`config.mk`:
```
export PLATFORM = sky130hd
export DESIGN_NAME = clock_mode_ctrl
export DESIGN_NICKNAME = d
export VERILOG_FILES = /design/src/rtl/clock_mode_pkg.sv /design/src/rtl/debounce_filter.sv /design/src/rtl/clock_mode_ctrl.sv
export SDC_FILE = /design/constraint.sdc
export NUM_CORES = 1
export LEC_CHECK = 0
export BUFFER_PORTS_ARGS = -buffer_cell sky130_fd_sc_hd__buf_4
export CORE_ASPECT_RATIO = 0.8
export CORE_MARGIN = 5
export CORE_UTILIZATION = 50
export CTS_CLUSTER_DIAMETER = 100
export DETAILED_ROUTE_END_ITERATION = 10
export PLACE_DENSITY = 0.75
export SETUP_SLACK_MARGIN = 0.05
export SLEW_MARGIN = 10
export SYNTH_ARGS = -nofsm -noshare
export SYNTH_HDL_FRONTEND = slang
export SYNTH_HIERARCHICAL = 1
export SYNTH_SLANG_ARGS = --single-unit
```
`constraint.sdc`:
```
create_clock -name inclk -period 2.7 [get_ports inclk]
set_input_delay 0.135 -clock inclk [delete_from_list [all_inputs] [get_ports inclk]]
set_output_delay 0.135 -clock inclk [all_outputs]
set_load 0.01 [all_outputs]
```
`src/rtl/clock_mode_pkg.sv`:
```
// Shared types and constants for the pushbutton-driven clock-mode controller.
package clock_mode_pkg;

    localparam int unsigned CNT_W = 25;

    localparam logic [1:0] MODE_FAST = 2'b00;
    localparam logic [1:0] MODE_SLOW = 2'b01;

    typedef enum logic [1:0] {
        IDLE = 2'd0,
        HELD = 2'd1,
        LONG = 2'd2
    } press_state_e;

endpackage

```
`src/rtl/debounce_filter.sv`:
```
// Two-flop synchroniser followed by a stable-count debounce filter for one raw input.
module debounce_filter
    import clock_mode_pkg::*;
#(
    parameter logic [CNT_W-1:0] DEBOUNCE_CYCLES = 25'd500000
) (
    input  logic i_clk,
    input  logic i_rst_n,
    input  logic i_raw,
    output logic o_deb
);

    localparam logic [CNT_W-1:0] DEB_LAST = DEBOUNCE_CYCLES - CNT_W'(1);

    logic             r_sync1;
    logic             r_sync2;
    logic             r_deb;
    logic [CNT_W-1:0] r_cnt;

    // The counter only runs while the synced level disagrees with the accepted one.
    always_ff @(posedge i_clk or negedge i_rst_n) begin
        if (!i_rst_n) begin
            r_sync1 <= 1'b0;
            r_sync2 <= 1'b0;
            r_deb   <= 1'b0;
            r_cnt   <= '0;
        end else begin
            r_sync1 <= i_raw;
            r_sync2 <= r_sync1;
            if (r_sync2 == r_deb) begin
                r_cnt <= '0;
            end else if (r_cnt >= DEB_LAST) begin
                r_deb <= r_sync2;
                r_cnt <= '0;
            end else begin
                r_cnt <= r_cnt + CNT_W'(1);
            end
        end
    end

    assign o_deb = r_deb;

endmodule

```
`src/rtl/clock_mode_ctrl.sv`:
```
// Turns a debounced pushbutton and lock switch into the 2-bit mode code for the slow-clock divider.
module clock_mode_ctrl
    import clock_mode_pkg::*;
#(
    parameter logic [CNT_W-1:0] DEBOUNCE_CYCLES = 25'd500000,
    parameter logic [CNT_W-1:0] LONG_CYCLES     = 25'd25000000,
    parameter logic [1:0]       DEFAULT_MODE    = 2'b00
) (
    input  logic       inclk,
    input  logic       reset_n,
    input  logic       mode_btn,
    input  logic       lock_sw,
    output logic [1:0] switch_clock,
    output logic       mode_changed
);

    localparam logic [CNT_W-1:0] LONG_LAST = LONG_CYCLES - CNT_W'(1);

    logic             w_btn_d;
    logic             w_lock_d;
    press_state_e     r_state;
    press_state_e     w_state_nxt;
    logic [CNT_W-1:0] r_hold_cnt;
    logic [CNT_W-1:0] w_hold_nxt;
    logic [CNT_W-1:0] w_hold_inc;
    logic [1:0]       r_mode;
    logic [1:0]       w_mode_nxt;
    logic             r_changed;
    logic             w_changed_nxt;

    debounce_filter #(.DEBOUNCE_CYCLES(DEBOUNCE_CYCLES)) u_btn_filter (
        .i_clk   (inclk),
        .i_rst_n (reset_n),
        .i_raw   (mode_btn),
        .o_deb   (w_btn_d)
    );

    debounce_filter #(.DEBOUNCE_CYCLES(DEBOUNCE_CYCLES)) u_lock_filter (
        .i_clk   (inclk),
        .i_rst_n (reset_n),
        .i_raw   (lock_sw),
        .o_deb   (w_lock_d)
    );

    assign w_hold_inc = (r_hold_cnt == '1) ? r_hold_cnt : r_hold_cnt + CNT_W'(1);

    // Press classification; a lock suppresses the mode action but never the state move.
    always_comb begin
        w_state_nxt = r_state;
        w_hold_nxt  = r_hold_cnt;
        w_mode_nxt  = r_mode;
        unique case (r_state)
            IDLE: begin
                if (w_btn_d) begin
                    w_state_nxt = HELD;
                    w_hold_nxt  = '0;
                end
            end
            HELD: begin
                if (!w_btn_d) begin
                    w_state_nxt = IDLE;
                    if (!w_lock_d) begin
                        w_mode_nxt = (r_mode == MODE_FAST) ? MODE_SLOW : MODE_FAST;
                    end
                end else begin
                    w_hold_nxt = w_hold_inc;
                    if (w_hold_inc >= LONG_LAST) begin
                        w_state_nxt = LONG;
                        if (!w_lock_d) begin
                            w_mode_nxt = MODE_FAST;
                        end
                    end
                end
            end
            LONG: begin
                if (!w_btn_d) begin
                    w_state_nxt = IDLE;
                end
            end
            default: w_state_nxt = IDLE;
        endcase
        w_changed_nxt = (w_mode_nxt != r_mode);
    end

    always_ff @(posedge inclk or negedge reset_n) begin
        if (!reset_n) begin
            r_state    <= IDLE;
            r_hold_cnt <= '0;
            r_mode     <= DEFAULT_MODE;
            r_changed  <= 1'b0;
        end else begin
            r_state    <= w_state_nxt;
            r_hold_cnt <= w_hold_nxt;
            r_mode     <= w_mode_nxt;
            r_changed  <= w_changed_nxt;
        end
    end

    always_ff @(posedge inclk) begin
        assert (DEFAULT_MODE == MODE_FAST || DEFAULT_MODE == MODE_SLOW)
            else $error("clock_mode_ctrl: DEFAULT_MODE must be 00 or 01");
    end

    assign switch_clock = r_mode;
    assign mode_changed = r_changed;

endmodule

```
==> reports/summary.txt, run 1 <==
Clk sinks - 86
Crit path cell chain - ha_4 -> nand4_4 -> or4_4 -> buf_6 -> o21ai_4 -> nor2_2 -> xnor2_1 -> o31a_1 -> a211oi_4 -> nand2b_4 -> a21oi_2
CP delay by family, top - compound AO/OA/AOI/OAI gates
CTS tree - built
H-tree depth - 3
Routed Wire Length - 10400 microns
Port buffer count - 6
Nets@finish - 561
DRT iter0 DRCs - 458
Switching pwr - 706 uW
Largest net degree at the start of global routing - 54
Layout area overhead - 18.5%
Maximum capacitance violations - 0
Crit-path max cell delay - 0.46 ns
Synthesis-stage register bit count - 86
DRC viols - 0
Hold WS - 0.352 ns
Leakage - 2.15 nW
Comb power frac - 0.060
Avg Synthesized Cell Area - 9.22 sq um
Synth Instances - 508
Net switching fraction of the power - 0.258
Worst skew pair latency - 0.35 ns
Worst-Margin Slew - 0.839 ns
GRT Total Usage - 0.191
Final slew viol count - 0
Drt wl/cell - 15.5 microns
Synthesized cell area - 4690 sq um
Final hold viol count - 0
Clock skew - 0.00832 ns
First-pass GRT wire length - 17600 microns
Row cnt - 31
Synth area leaders - dfrtp_1 46%, nor2_1 5.0%, nand2_1 4.2%
Most used flip-flop cell after synthesis - dfrtp_1
Post-route cell area - 5550 sq um
Total I/O pin count - 7
Core area - 9110 sq um
Cell Int Power - 2.03 mW
Most common cell in the netlist - dfrtp_1
Worst relative slew slack - 0.441
Num CTS Buffers - 9
Seq/Total Area, Yosys - 0.459
Final ANT Viol Nets - 0
Synth cell count leaders - 86 x dfrtp_1, 63 x nor2_1, 52 x nand2_1, 30 x o21ai_0
Worst R2R Start - r_hold_cnt[1]
Die area - 11400 sq um
HP Class - primary input to asynchronous set/reset pin
Critical path type - flop to flop
Vias - 3943
Gr ovfl total - 0
CP bufs+invs - 1
Power per cell area - 494 nW/um^2
Post-synth EDFFs - 0
Yosys warns - 6
Crit path DAT - 2.86 ns
Maximum fanout along the worst path - 6
Top cell type's share of synthesized area - 0.459
Root Buffer - clkbuf_16
Seq pwr share - 0.496
Placed Instance Area - 5070 sq um
Area leader, netlist - dfrtp_1
CP startpoint - r_hold_cnt[1]
Critical path endpoint category - flop
Antenna violations before repair - 0
Vias in the first global route - 3697
Slowest cell on the critical path - or4_4
Starting Density - 0.514
FFs w/ async S/R, synth - 1.00
Max frequency - 0.379 GHz
WP data required - 2.93 ns
Reg clk slew, reported paths - 0.07 ns
N_diodes - 0
RSZ-0062 raised after global routing - yes
Pre-antenna DRT Iters - 5
Maximum vdd drop - 0.000385 V
Minimum clock period - 2.64 ns
Maximum buffer depth of the clock tree - 2
Die outline height - 96.6 microns
Die Width - 118 microns
Clock power share - 0.444
Vias per cell - 5.85
Outcome - finished, final reports clean
Startpoint class of the critical path - flop
Gpl congestion - 0.938
Final Cycle Share - 0.976
Share of cells above drive strength 1 - 0.209
Setup-failing EPs final - 0
Layout Cells excl Fill - 674
Dpl cells - 649
DP Wirelength - 7020 microns
Yosys cell types - 62
[timing repair]
item	CTS	global route
pin swaps	1	6
endpoints found under the setup margin	4	5
buffers inserted	1	5
gates cloned	0	0
hold buffers	3	0
gates resized for setup	1	23
endpoints found under the hold margin	53	0
[metrics by stage]
stage	total power, mW	TNS, ns	worst slack (ns)	util
4_1_cts	2.75	0	0.0532	0.593
3_3_place_gp	1.52	0	0.0409	0.556
6_report	2.74	0	0.0642	0.609
3_5_place_dp	1.53	0	0.0139	0.556
2_1_floorplan	1.45	-0.263	-0.0996	-
5_1_grt	2.86	-0.195	-0.0514	0.609
[cell usage in the layout, fill, tap and decap left out, types with 4 or more instances in the layout]
cell type	count
xor2_1	13
or4_1	4
clkbuf_16	9
inv_1	13
o21ai_0	29
nand4_1	21
nor2_1	60
dfrtp_1	84
nor4_1	15
o31ai_1	5
a21oi_1	20
buf_4	47
nand3_2	4
mux2i_1	10
or3_1	6
nand4_2	4
nand2_1	52
xnor2_1	20
nand3_1	18
nor3_1	15
conb_1	12
[routing by layer]
layer  global-route usage  vias to the layer above  part of all wire
met5                    0                        -                 0
met4               0.0621                        0             0.016
met3               0.0489                       16             0.059
met2                0.301                      123              0.47
met1                0.260                     1905              0.46
li1                     -                     1899                 -
[flip-flops by register name, indices dropped and copies added, names as in the netlist, 2 cells and up]
| register | count |
|---|---|
| r_state | 2 |
| u_lock_filter/r_cnt | 25 |
| u_btn_filter/r_cnt | 25 |
| r_hold_cnt | 25 |
| switch_clock | 2 |
[power groups by stage]
stage	combinational, mW	sequential [mW]	clock [mW]
after floorplan	0.0824	1.37	0
after global placement	0.141	1.38	0
after detailed placement	0.146	1.38	0
after CTS	0.150	1.36	1.25
after global routing	0.186	1.36	1.31
final	0.164	1.36	1.22
[cell type report]
type	count	area [sq um]
fill	753	3560
multi-input combinational	392	2510
sequential	86	2150
timing repair buffer	52	405
clock buffer	9	225
tap	115	144
clock inverter	7	62.6
inverter	13	48.8
[path summary, 6_finish.rpt]
path | slack, ns | cells past startpoint | endpoint
min in group inclk | 0.35 | 0 | u_btn_filter/r_sync2
worst min-delay path | 0.35 | 2 | u_btn_filter/r_cnt[16]
max in group asynchronous | 1.63 | 3 | r_hold_cnt[3]
worst max register to register | 0.06 | 11 | r_state[0]
worst min register to register | 0.35 | 0 | u_btn_filter/r_sync2
worst max-delay path | 0.06 | 11 | r_state[0]
[logic make-up after synthesis]
kind of cell,after synthesis,share of synthesized area
DFF,86,0.459
other,2,0.00160
adders and majority gates,3,0.00801
AOI/OAI and AO/OA,89,0.123
and+or+nand+nor,241,0.277
xor gates and xnor gates,34,0.0636
muxes,13,0.0286
buffers and inverters,40,0.0390
Note: power is estimated with default switching activity, not from simulation.
==> inputs of run 2 (changes only) <==
--- a/config.mk
+++ b/config.mk
@@ -6,12 +6,14 @@
 export NUM_CORES = 1
 export LEC_CHECK = 0
 export BUFFER_PORTS_ARGS = -buffer_cell sky130_fd_sc_hd__buf_4
+export CELL_PAD_IN_SITES_DETAIL_PLACEMENT = 1
+export CELL_PAD_IN_SITES_GLOBAL_PLACEMENT = 2
 export CORE_ASPECT_RATIO = 0.8
 export CORE_MARGIN = 5
-export CORE_UTILIZATION = 50
+export CORE_UTILIZATION = 37
 export CTS_CLUSTER_DIAMETER = 100
 export DETAILED_ROUTE_END_ITERATION = 10
-export PLACE_DENSITY = 0.75
+export PLACE_DENSITY = 0.83
 export SETUP_SLACK_MARGIN = 0.05
 export SLEW_MARGIN = 10
 export SYNTH_ARGS = -nofsm -noshare
==> run 2 against run 1 <==
Net effect: worst setup slack better by 0.015 ns; final area is 1.7% higher; register-to-register slack better by 0.02 ns; cell count rose by 9.1%; largest power group unchanged; worst hold slack worse by 0.0063 ns; count of clock-buffer cells in the layout stayed put; combinational power is 8% higher; global-route usage down 2.1 points; total power is 3.2% higher; routed wire length up 16%.
==> reports/summary.txt, run 2 (synthesis gave the netlist of run 1 again) <==
Leakage - 2.16 nW
Final core occ - 0.459
Final ANT Viol Nets - 0
FILL cells - 1416
Largest net degree at the start of global routing - 48
First-pass GRT wire length - 20700 microns
Pre-antenna DRT Iters - 4
DRT iter0 DRCs - 137
Layout area overhead - 20.5%
Die outline height - 111 microns
Clock skew - 0.0102 ns
Worst relative slew slack - 0.416
Vias - 3930
CP startpoint - r_hold_cnt[0]
WP data required - 2.92 ns
Clk sinks - 86
H-tree depth - 3
Critical path endpoint category - flop
Core area - 12300 sq um
Top Registers - r_hold_cnt x25, u_btn_filter/r_cnt x25, u_lock_filter/r_cnt x25
Worst-Margin Slew - 0.876 ns
Maximum capacitance violations - 0
Power per cell area - 501 nW/um^2
Setup WS post-layout - 0.0795 ns
RR Endpoint - r_state[0]
Reg area - 2150 sq um
DP Wirelength - 8560 microns
Max frequency - 0.382 GHz
GRT Total Usage - 0.170
DRC viols - 0
Nets@finish - 566
Post-route cell area - 5640 sq um
R2r worst-path depth - 11
Antenna violations before repair - 0
Critical path type - flop to flop
Maximum vdd drop - 0.000296 V
Gpl congestion - 0.892
Dpl cells - 712
Vias in the first global route - 4177
Maximum buffer depth of the clock tree - 2
Multi-input logic area - 2470 sq um
RSZ-0062 raised after global routing - yes
Commonest cells after routing, fill and taps aside - 85 x dfrtp_1, 60 x nor2_1, 52 x nand2_1
HP Class - primary input to asynchronous set/reset pin
Critical Path Sink - r_state[0]
Gr ovfl total - 0
Hold WS - 0.345 ns
N_diodes - 0
Outcome - finished, final reports clean
Vias per cell - 5.35
Maximum fanout along the worst path - 5
Startpoint class of the critical path - flop
Reg clk slew, reported paths - 0.07 ns
Die area - 15000 sq um
Worst skew pair latency - 0.35 ns
Overall Power - 2.83 mW
Final Cycle Share - 0.971
Root Buffer - clkbuf_16
FF-to-FF setup slack - 0.08 ns
Share of cells above drive strength 1 - 0.204
Port buffer count - 6
Crit path DAT - 2.84 ns
Commonest non-fill, non-tap cell in the layout - dfrtp_1
Setup-failing EPs final - 0
Starting Density - 0.381
Setup tns final - 0 ns
Final hold viol count - 0
Drt wl/cell - 16.5 microns
Final slew viol count - 0
Layout Cells excl Fill - 735
Placed Instance Area - 5210 sq um
Num CTS Buffers - 9
Row cnt - 36
CTS tree - built
Routed Wire Length - 12100 microns
Setup WS pre-CTS - 0.0141 ns
Total I/O pin count - 7
Die Width - 136 microns
Minimum clock period - 2.62 ns
Worst R2R Start - r_hold_cnt[0]
-- run 2: how the worst min path moves through the flow --
stage | from | to | slack, ns | cells past startpoint
global route | u_btn_filter/r_sync1 | u_btn_filter/r_sync2 | 0.38 | 0
global placement | reset_n | u_btn_filter/r_cnt[18] | 0.18 | 1
floorplan | reset_n | mode_changed | -0.16 | 0
detailed placement | reset_n | u_btn_filter/r_cnt[18] | 0.20 | 1
CTS | u_btn_filter/r_sync1 | u_btn_filter/r_sync2 | 0.36 | 0
finish | reset_n | u_btn_filter/r_cnt[4] | 0.35 | 2
-- run 2: what timing repair did --
| action | CTS | global route |
|---|---|---|
| pin swaps | 1 | 3 |
| endpoints found under the hold margin | 47 | 0 |
| hold buffers | 3 | 0 |
| gates resized for setup | 1 | 14 |
| endpoints found under the setup margin | 3 | 5 |
| buffers inserted | 1 | 3 |
-- run 2: critical path, cell delays in order (launching register included) --
cell      delay (ns)
dfrtp_1         0.41
ha_4            0.18
nand4_4         0.09
or4_4           0.47
buf_6           0.16
o21ai_4         0.17
nor2_2          0.08
xnor2_1         0.12
o31a_1          0.33
a211oi_4        0.28
nand2b_1        0.16
a21oi_1         0.07
-- run 2: final cells by class --
class,count,share of cell area
repair buffers,57,0.0807
inverters,13,0.00865
clock buffers,9,0.0399
well taps,171,0.0379
flip-flops and latches,86,0.382
clock inverters,7,0.0142
multi-input cells,392,0.437
-- run 2: metal layers --
layer  GRT usage  part of all wire  vias up
met3      0.0340             0.025       13
li1            -                 -     1906
met1       0.237              0.49     1979
met5           0                 0        -
met4      0.0470             0.012        0
met2       0.270              0.48       32
-- run 2: where the power goes --
group / total (mW) / internal, mW / leakage (nW) / switching (mW)
logic: 0.177 / 0.0731 / 0.864 / 0.104
clock network: 1.29 / 0.731 / 0.148 / 0.563
registers: 1.36 / 1.32 / 1.15 / 0.0374
total: 2.83 / 2.12 / 2.16 / 0.705
